--- src/rtl/updn_mod_counter.sv ---
// Synchronous up/down modulo counter with enable, parallel load and terminal count.
// Define UPDN_COUNT_SAT_EN to saturate at the bounds instead of wrapping.
module updn_mod_counter #(
  parameter int unsigned     WIDTH = 4,
  parameter longint unsigned MOD   = 16
) (
  input  logic             clk,
  input  logic             rst,
  input  logic             en,
  input  logic             up_dn,
  input  logic             load,
  input  logic [WIDTH-1:0] load_val,
  output logic [WIDTH-1:0] q,
  output logic             tc
);

  localparam longint unsigned SPAN = 64'd1 << WIDTH;
  localparam logic [WIDTH-1:0] TOP = WIDTH'(MOD - 64'd1);

  if (WIDTH < 1 || WIDTH > 32) begin : g_bad_width
    $error("updn_mod_counter: WIDTH must be 1..32");
  end
  if (MOD < 2 || MOD > SPAN) begin : g_bad_mod
    $error("updn_mod_counter: MOD must be 2..2**WIDTH");
  end

  logic             at_top;
  logic             at_bot;
  logic             over;
  logic [WIDTH-1:0] load_clamped;
  logic [WIDTH-1:0] q_next;

  assign at_top = (q == TOP);
  assign at_bot = (q == '0);
  // q beyond MOD-1 is unreachable normally; treat it like the wrap point
  assign over   = (64'(q) >= MOD);

  assign load_clamped = (64'(load_val) >= MOD) ? TOP : load_val;

  always_comb begin
    q_next = q;
    if (load) begin
      q_next = load_clamped;
    end else if (en) begin
      if (up_dn) begin
`ifdef UPDN_COUNT_SAT_EN
        if (at_top || over) q_next = TOP;
        else                q_next = q + WIDTH'(1);
`else
        if (at_top || over) q_next = '0;
        else                q_next = q + WIDTH'(1);
`endif
      end else begin
`ifdef UPDN_COUNT_SAT_EN
        if (at_bot)    q_next = '0;
        else if (over) q_next = TOP;
        else           q_next = q - WIDTH'(1);
`else
        if (at_bot || over) q_next = TOP;
        else                q_next = q - WIDTH'(1);
`endif
      end
    end
  end

  always_ff @(posedge clk or posedge rst) begin
    if (rst) q <= '0;
    else     q <= q_next;
  end

  // rst gating keeps tc low while q is forced to 0 with up_dn=0
  assign tc = ~rst & en & ~load & ((up_dn & at_top) | (~up_dn & at_bot));

endmodule

--- config.mk ---
export PLATFORM = sky130hd
export DESIGN_NAME = updn_mod_counter
export DESIGN_NICKNAME = d
export VERILOG_FILES = /design/src/rtl/updn_mod_counter.sv
export SDC_FILE = /design/constraint.sdc
export NUM_CORES = 1
export LEC_CHECK = 0
export ABC_AREA = 0
export CAP_MARGIN = 0
export CORE_AREA = 3 3 40 42
export DETAILED_ROUTE_END_ITERATION = 6
export DIE_AREA = 0 0 43 45
export SYNTH_ARGS = -nofsm -noshare
export SYNTH_HDL_FRONTEND = slang
export SYNTH_SLANG_ARGS = --single-unit
export TNS_END_PERCENT = 50
--- constraint.sdc ---
create_clock -name clk -period 3 [get_ports clk]
set_input_delay 0.6 -clock clk [delete_from_list [all_inputs] [get_ports clk]]
set_output_delay 0.6 -clock clk [all_outputs]
set_load 0.01 [all_outputs]
==> results.toml, run 1 <==
[setup_path]
endpoint = "tc"
reg2reg_from = "q[0]$_DFFE_PP0P_"
required_ps = 2400
cp-startpoint = "up_dn"
crit_type = "in -> out"
reg2reg_slack_ps = 1480
cp_data_arrival_time_ps = 2170
critPathLaunchType = "primary input"
r2r-end = "q[3]$_DFFE_PP0P_"
critPathMaxFanout = 4
critPathCaptureType = "primary output"
rr_worst_depth = 6

[finish]
diodes = 0
finalNetCount = 75
top_regs = "q (4)"
area_delta_synth_final_pct = 50.87
final_area_um2 = 541.8
largest_reg_flops = 4
top_register = "q"
drive_gt1_frac = 0.1452
fillers = 137

[power]
peakVddDrop_v = 0.0001954
powerDensity_mw_per_mm2 = 419.8
leakagePower_uw = 0.0002381

[clocking]
root_buffer = "clkbuf_4"
postCtsResizedCells = 0
cts_buffers = 3
cts_sinks = 4
cts_hold_buf = 0
htree_levels = 1
cts_tree = "done"
cts.clk_slew.worst_paths_ps = 40
clockBufferDepth = 2
clk_latency_ps = 230
cts_setup_buffers = 0

[floorplan]
fp.dieH_um = 45
dieArea_mm2 = 0.001935
ios = 14
rows = 13
die_w_um = 43
fp.coreArea_mm2 = 0.001285
start_util = 0.2795

[timing]
maxSlewHeadroom = 0.8232
max_freq_mhz = 360.4
rsz0062_at_grt = "false"
skew_ps = 1.050
finalMaxSlewViolations = 0
finalSetupViolCount = 0
fin_crit_ps = 2775
final_hold_viol_count = 0
fin_setup_tns_ps = 0
worst_slew_pin_slew_ps = 261.8
finalCritPeriodShare = 0.9249

[routing]
dr_total_vias = 377
drc = 0
drt_iter0_drc = 3
routed_wirelength_um = 813
drtAntennaViolNets = 0
routedWlPerCell_um = 10.56
via_per_inst = 4.896
firstDrtPassIters = 2

[global_routing]
grt_usage = 0.09197
grt_pass1_vias = 313
grt_max_degree = 11
antenna_found_initial = 0
grt_first_pass_wirelength_um = 1290
overflow = 0

[hold_path]
hp-class = "in -> async"

[placement]
dpl.hpwl_um = 667.2
place_area_um2 = 519.2
port_buffers = 13
place.gp.congestion = 0.7612

[logic_synthesis]
synth_area_um2 = 359.1
syn_nets = 55
ys_seq_area_frac = 0.2787
synth_cell_type_count = 24
synth_cells = 44
synth-warning-count = 0
synth.avg_cell_area_um2 = 8.161
synth-seq-cells = 4

[status]
status = "finished clean"

[run]
maxCapViolations = 0
==> cell usage in the layout (no fill, tap or decap) <==
cell              n
clkdlybuf4s50_1  13
ha_1              2
buf_4             3
o21ai_0           4
or2_0             1
nor3_1            2
mux2i_1           1
nand2b_1          1
nor2_1            2
a21oi_1           3
nor3b_1           1
nand2_1           5
o21ai_1           2
o22ai_1           1
a41o_1            1
clkbuf_4          3
and3_4            1
inv_1             4
xnor2_1           2
and3_1            1
dfrtp_1           4
o41ai_2           1
inv_2             1
a31oi_1           1
a21bo_1           1
o41ai_1           1
==> worst max-delay path: stages <==
cell and delay [ps]:
clkdlybuf4s50_1 460, nand2b_1 200, nor3_1 150, a21oi_1 70
nor3_1 130, clkdlybuf4s50_1 560
==> metal layers <==
layer	vias to the layer above	track usage	wire (um)
met5	-	0	0
met4	0	0.07229	14
met3	2	0.01594	58
met2	12	0.1467	366
met1	170	0.1098	373
li1	193	-	-
==> cell usage after synthesis (all sizes together) <==
| cell type | number | area, um^2 |
|---|---|---|
| o21ai | 6 | 30.03 |
| o41ai | 2 | 25.03 |
| o22ai | 1 | 6.260 |
| dfrtp | 4 | 100.1 |
| nand2b | 1 | 6.260 |
| and3 | 2 | 17.52 |
| nand2 | 5 | 18.77 |
| a31oi | 1 | 6.260 |
| xnor2 | 2 | 17.52 |
| inv | 5 | 18.76 |
| nor3b | 1 | 7.510 |
| nor3 | 2 | 10.01 |
| nor2 | 2 | 7.510 |
| ha | 2 | 25.02 |
| a21oi | 3 | 15.01 |
| a21bo | 1 | 10.01 |
| or2 | 1 | 6.260 |
| a41o | 1 | 10.01 |
| buf | 1 | 11.26 |
| mux2i | 1 | 10.01 |
==> stage by stage <==
stage / setup WS (ps) / power, uW / utilization / cells / hold WS (ps)
6_report: 225.2 / 227.5 / 0.4216 / 77 / 581.5
5_1_grt: 93.03 / 243.9 / 0.4216 / 77 / 622.6
4_1_cts: 221.7 / 233.0 / 0.4216 / 77 / 580.5
3_5_place_dp: 231.9 / 162.7 / 0.4041 / 74 / 680.1
3_3_place_gp: 248.5 / 162.8 / 0.4041 / 74 / 668.9
2_1_floorplan: 1178 / 123.4 / - / 44 / 366.1
==> worst min path at each step <==
stage                startpoint          endpoint  slack (ps)
6_report                    rst  q[3]$_DFFE_PP0P_         580
5_1_grt                     rst  q[0]$_DFFE_PP0P_         620
4_1_cts                     rst  q[3]$_DFFE_PP0P_         580
3_5_place_dp   q[1]$_DFFE_PP0P_  q[1]$_DFFE_PP0P_         680
3_3_place_gp   q[1]$_DFFE_PP0P_  q[1]$_DFFE_PP0P_         670
2_1_floorplan               rst  q[0]$_DFFE_PP0P_         370
==> kinds of logic (layout without fill, tap and decap cells) <==
group / after synthesis / after routing / share of synthesized area
xor+xnor: 2 / 2 / 0.04879
flops: 4 / 4 / 0.2788
mux: 1 / 1 / 0.02788
fa+ha+maj: 2 / 2 / 0.06968
simple gates: 14 / 14 / 0.2056
buf+inv: 6 / 24 / 0.08360
compound gates: 15 / 15 / 0.2857
==> layout make-up <==
class | count | area (um^2) | share of cell area
Sequential cell | 4 | 100.1 | 0.1848
Multi-Input combinational cell | 34 | 229.0 | 0.4226
Clock buffer | 3 | 22.52 | 0.04157
Inverter | 5 | 18.77 | 0.03464
Tap cell | 15 | 18.77 | 0.03464
Timing Repair Buffer | 16 | 152.6 | 0.2818
==> where the power goes <==
group | total (uW) | internal [uW] | leakage [uW] | switching [uW]
Combinational | 88.0 | 49.6 | 0.000176 | 38.4
Clock | 65.4 | 44.7 | 0.0000138 | 20.7
Sequential | 74.1 | 61.5 | 0.0000485 | 12.6
(Power assumes the default switching activity.)
==> run 2: changes to the inputs <==
- CORE_AREA: 3 3 40 42 -> 2 2 39 41
- DIE_AREA: 0 0 43 45 -> 0 0 41 43
==> results.toml, run 2 (synthesized netlist as in run 1, its figures left out) <==
[status]
status = "finished clean"

[routing]
via_per_inst = 4.897
firstDrtPassIters = 4
drc = 0
routedWlPerCell_um = 10.51
dr_total_vias = 382
drtAntennaViolNets = 0
drt_iter0_drc = 17
routed_wirelength_um = 820

[run]
maxCapViolations = 0

[placement]
place.gp.congestion = 0.7603
place_area_um2 = 520.5
port_buffers = 13
dpl.hpwl_um = 695.4

[finish]
layout.area.seq_um2 = 100.1
top_regs = "q (4)"
diodes = 0
multi_input_area_um2 = 229.0
largest_reg_flops = 4
finish.utilization = 0.3924
area_delta_synth_final_pct = 51.22
mostFrequentLayoutCells = "clkdlybuf4s50_1 (13), nand2_1 (5), inv_1 (4), o21ai_0 (4), dfrtp_1 (4)"
mostFrequentLayoutCell = "clkdlybuf4s50_1"
top_register = "q"
finalNetCount = 75
final_area_um2 = 543.0
fillers = 156
drive_gt1_frac = 0.1452

[floorplan]
die_w_um = 41
start_util = 0.2595
ios = 14
dieArea_mm2 = 0.001763
fp.dieH_um = 43
rows = 14
fp.coreArea_mm2 = 0.001384

[timing]
finalMaxSlewViolations = 0
fin_crit_ps = 2735
max_freq_mhz = 365.6
rsz0062_at_grt = "false"
final_hold_viol_count = 0
finalSetupViolCount = 0
fin_setup_tns_ps = 0
finalCritPeriodShare = 0.9118
worst_slew_pin_slew_ps = 310.9
skew_ps = 0.2018
maxSlewHeadroom = 0.7900

[clocking]
cts_setup_buffers = 0
cts_buffers = 3
root_buffer = "clkbuf_4"
cts.clk_slew.worst_paths_ps = 40
htree_levels = 1
cts_hold_buf = 0
cts_sinks = 4
cts_tree = "done"
postCtsResizedCells = 0
clk_latency_ps = 230
clockBufferDepth = 2

[setup_path]
critPathLaunchType = "primary input"
crit_family = "buffers and inverters"
crit_type = "in -> out"
critPathCaptureType = "primary output"
path_cells = "clkdlybuf4s50_1 > nand2b_1 > nor3_1 > a21oi_1 > nor3_1 > clkdlybuf4s50_1"
required_ps = 2400
critPathSlowestCell = "clkdlybuf4s50_1"
critical-path-max-stage-delay_ps = 550
cp_data_arrival_time_ps = 2140
critPathMaxFanout = 4
cp_num_buf_inv = 2

[power]
powerDensity_mw_per_mm2 = 420.7
peakVddDrop_v = 0.0001907
leakagePower_uw = 0.0002381

[global_routing]
grt_use_met1 = 0.1748
grt_pass1_vias = 312
overflow = 0
grt_first_pass_wirelength_um = 1352
met2_usage = 0.1406
grt_max_degree = 11
busiest_layer = "met1"
antenna_found_initial = 0
grt_usage = 0.1177
grtUsageMet3 = 0.04712

[hold_path]
hp-class = "in -> async"
==> run 2: cell counts in the layout (fill, tap and decap cells not counted) <==
Identical to the previous run, type by type.
==> run 2: stage by stage <==
stage	hold WS [ps]	total power, uW	setup WS (ps)	instances
after global placement	708.0	164.3	287.1	75
after detailed placement	685.6	164.1	254.6	75
after CTS	584.3	233.4	250.0	78
after global routing	592.5	251.1	161.5	78
final	587.0	228.5	264.5	78
after floorplan	366.1	123.4	1178	44
==> run 2: final timing paths <==
check	depth (start not counted)	from	slack [ps]	to
worst min-delay path	2	rst	590	q[3]$_DFFE_PP0P_
max in group asynchronous	2	rst	2270	q[2]$_DFFE_PP0P_
worst max-delay path	6	up_dn	260	tc
min in group clk	2	q[1]$_DFFE_PP0P_	680	q[1]$_DFFE_PP0P_
worst min register to register	2	q[1]$_DFFE_PP0P_	680	q[1]$_DFFE_PP0P_
worst max register to register	6	q[0]$_DFFE_PP0P_	1490	q[3]$_DFFE_PP0P_
==> run 2: power breakdown <==
group / switching (uW) / internal (uW) / total (uW)
Combinational: 39.2 / 49.8 / 89.0
Clock: 20.7 / 44.7 / 65.4
Sequential: 12.6 / 61.5 / 74.1
==> run 2: final cells by class <==
| type | instances | share of cell area |
|---|---|---|
| Clock buffer | 3 | 0.04147 |
| Timing Repair Buffer | 16 | 0.2811 |
| Sequential cell | 4 | 0.1843 |
| Inverter | 5 | 0.03456 |
| Tap cell | 16 | 0.03687 |
| Multi-Input combinational cell | 34 | 0.4217 |
==> run 2: metal layers <==
| layer | vias to the layer above | share of wire |
|---|---|---|
| met3 | 0 | 0.050 |
| met4 | 0 | 0 |
| li1 | 196 | - |
| met2 | 10 | 0.47 |
| met5 | - | 0 |
| met1 | 176 | 0.48 |
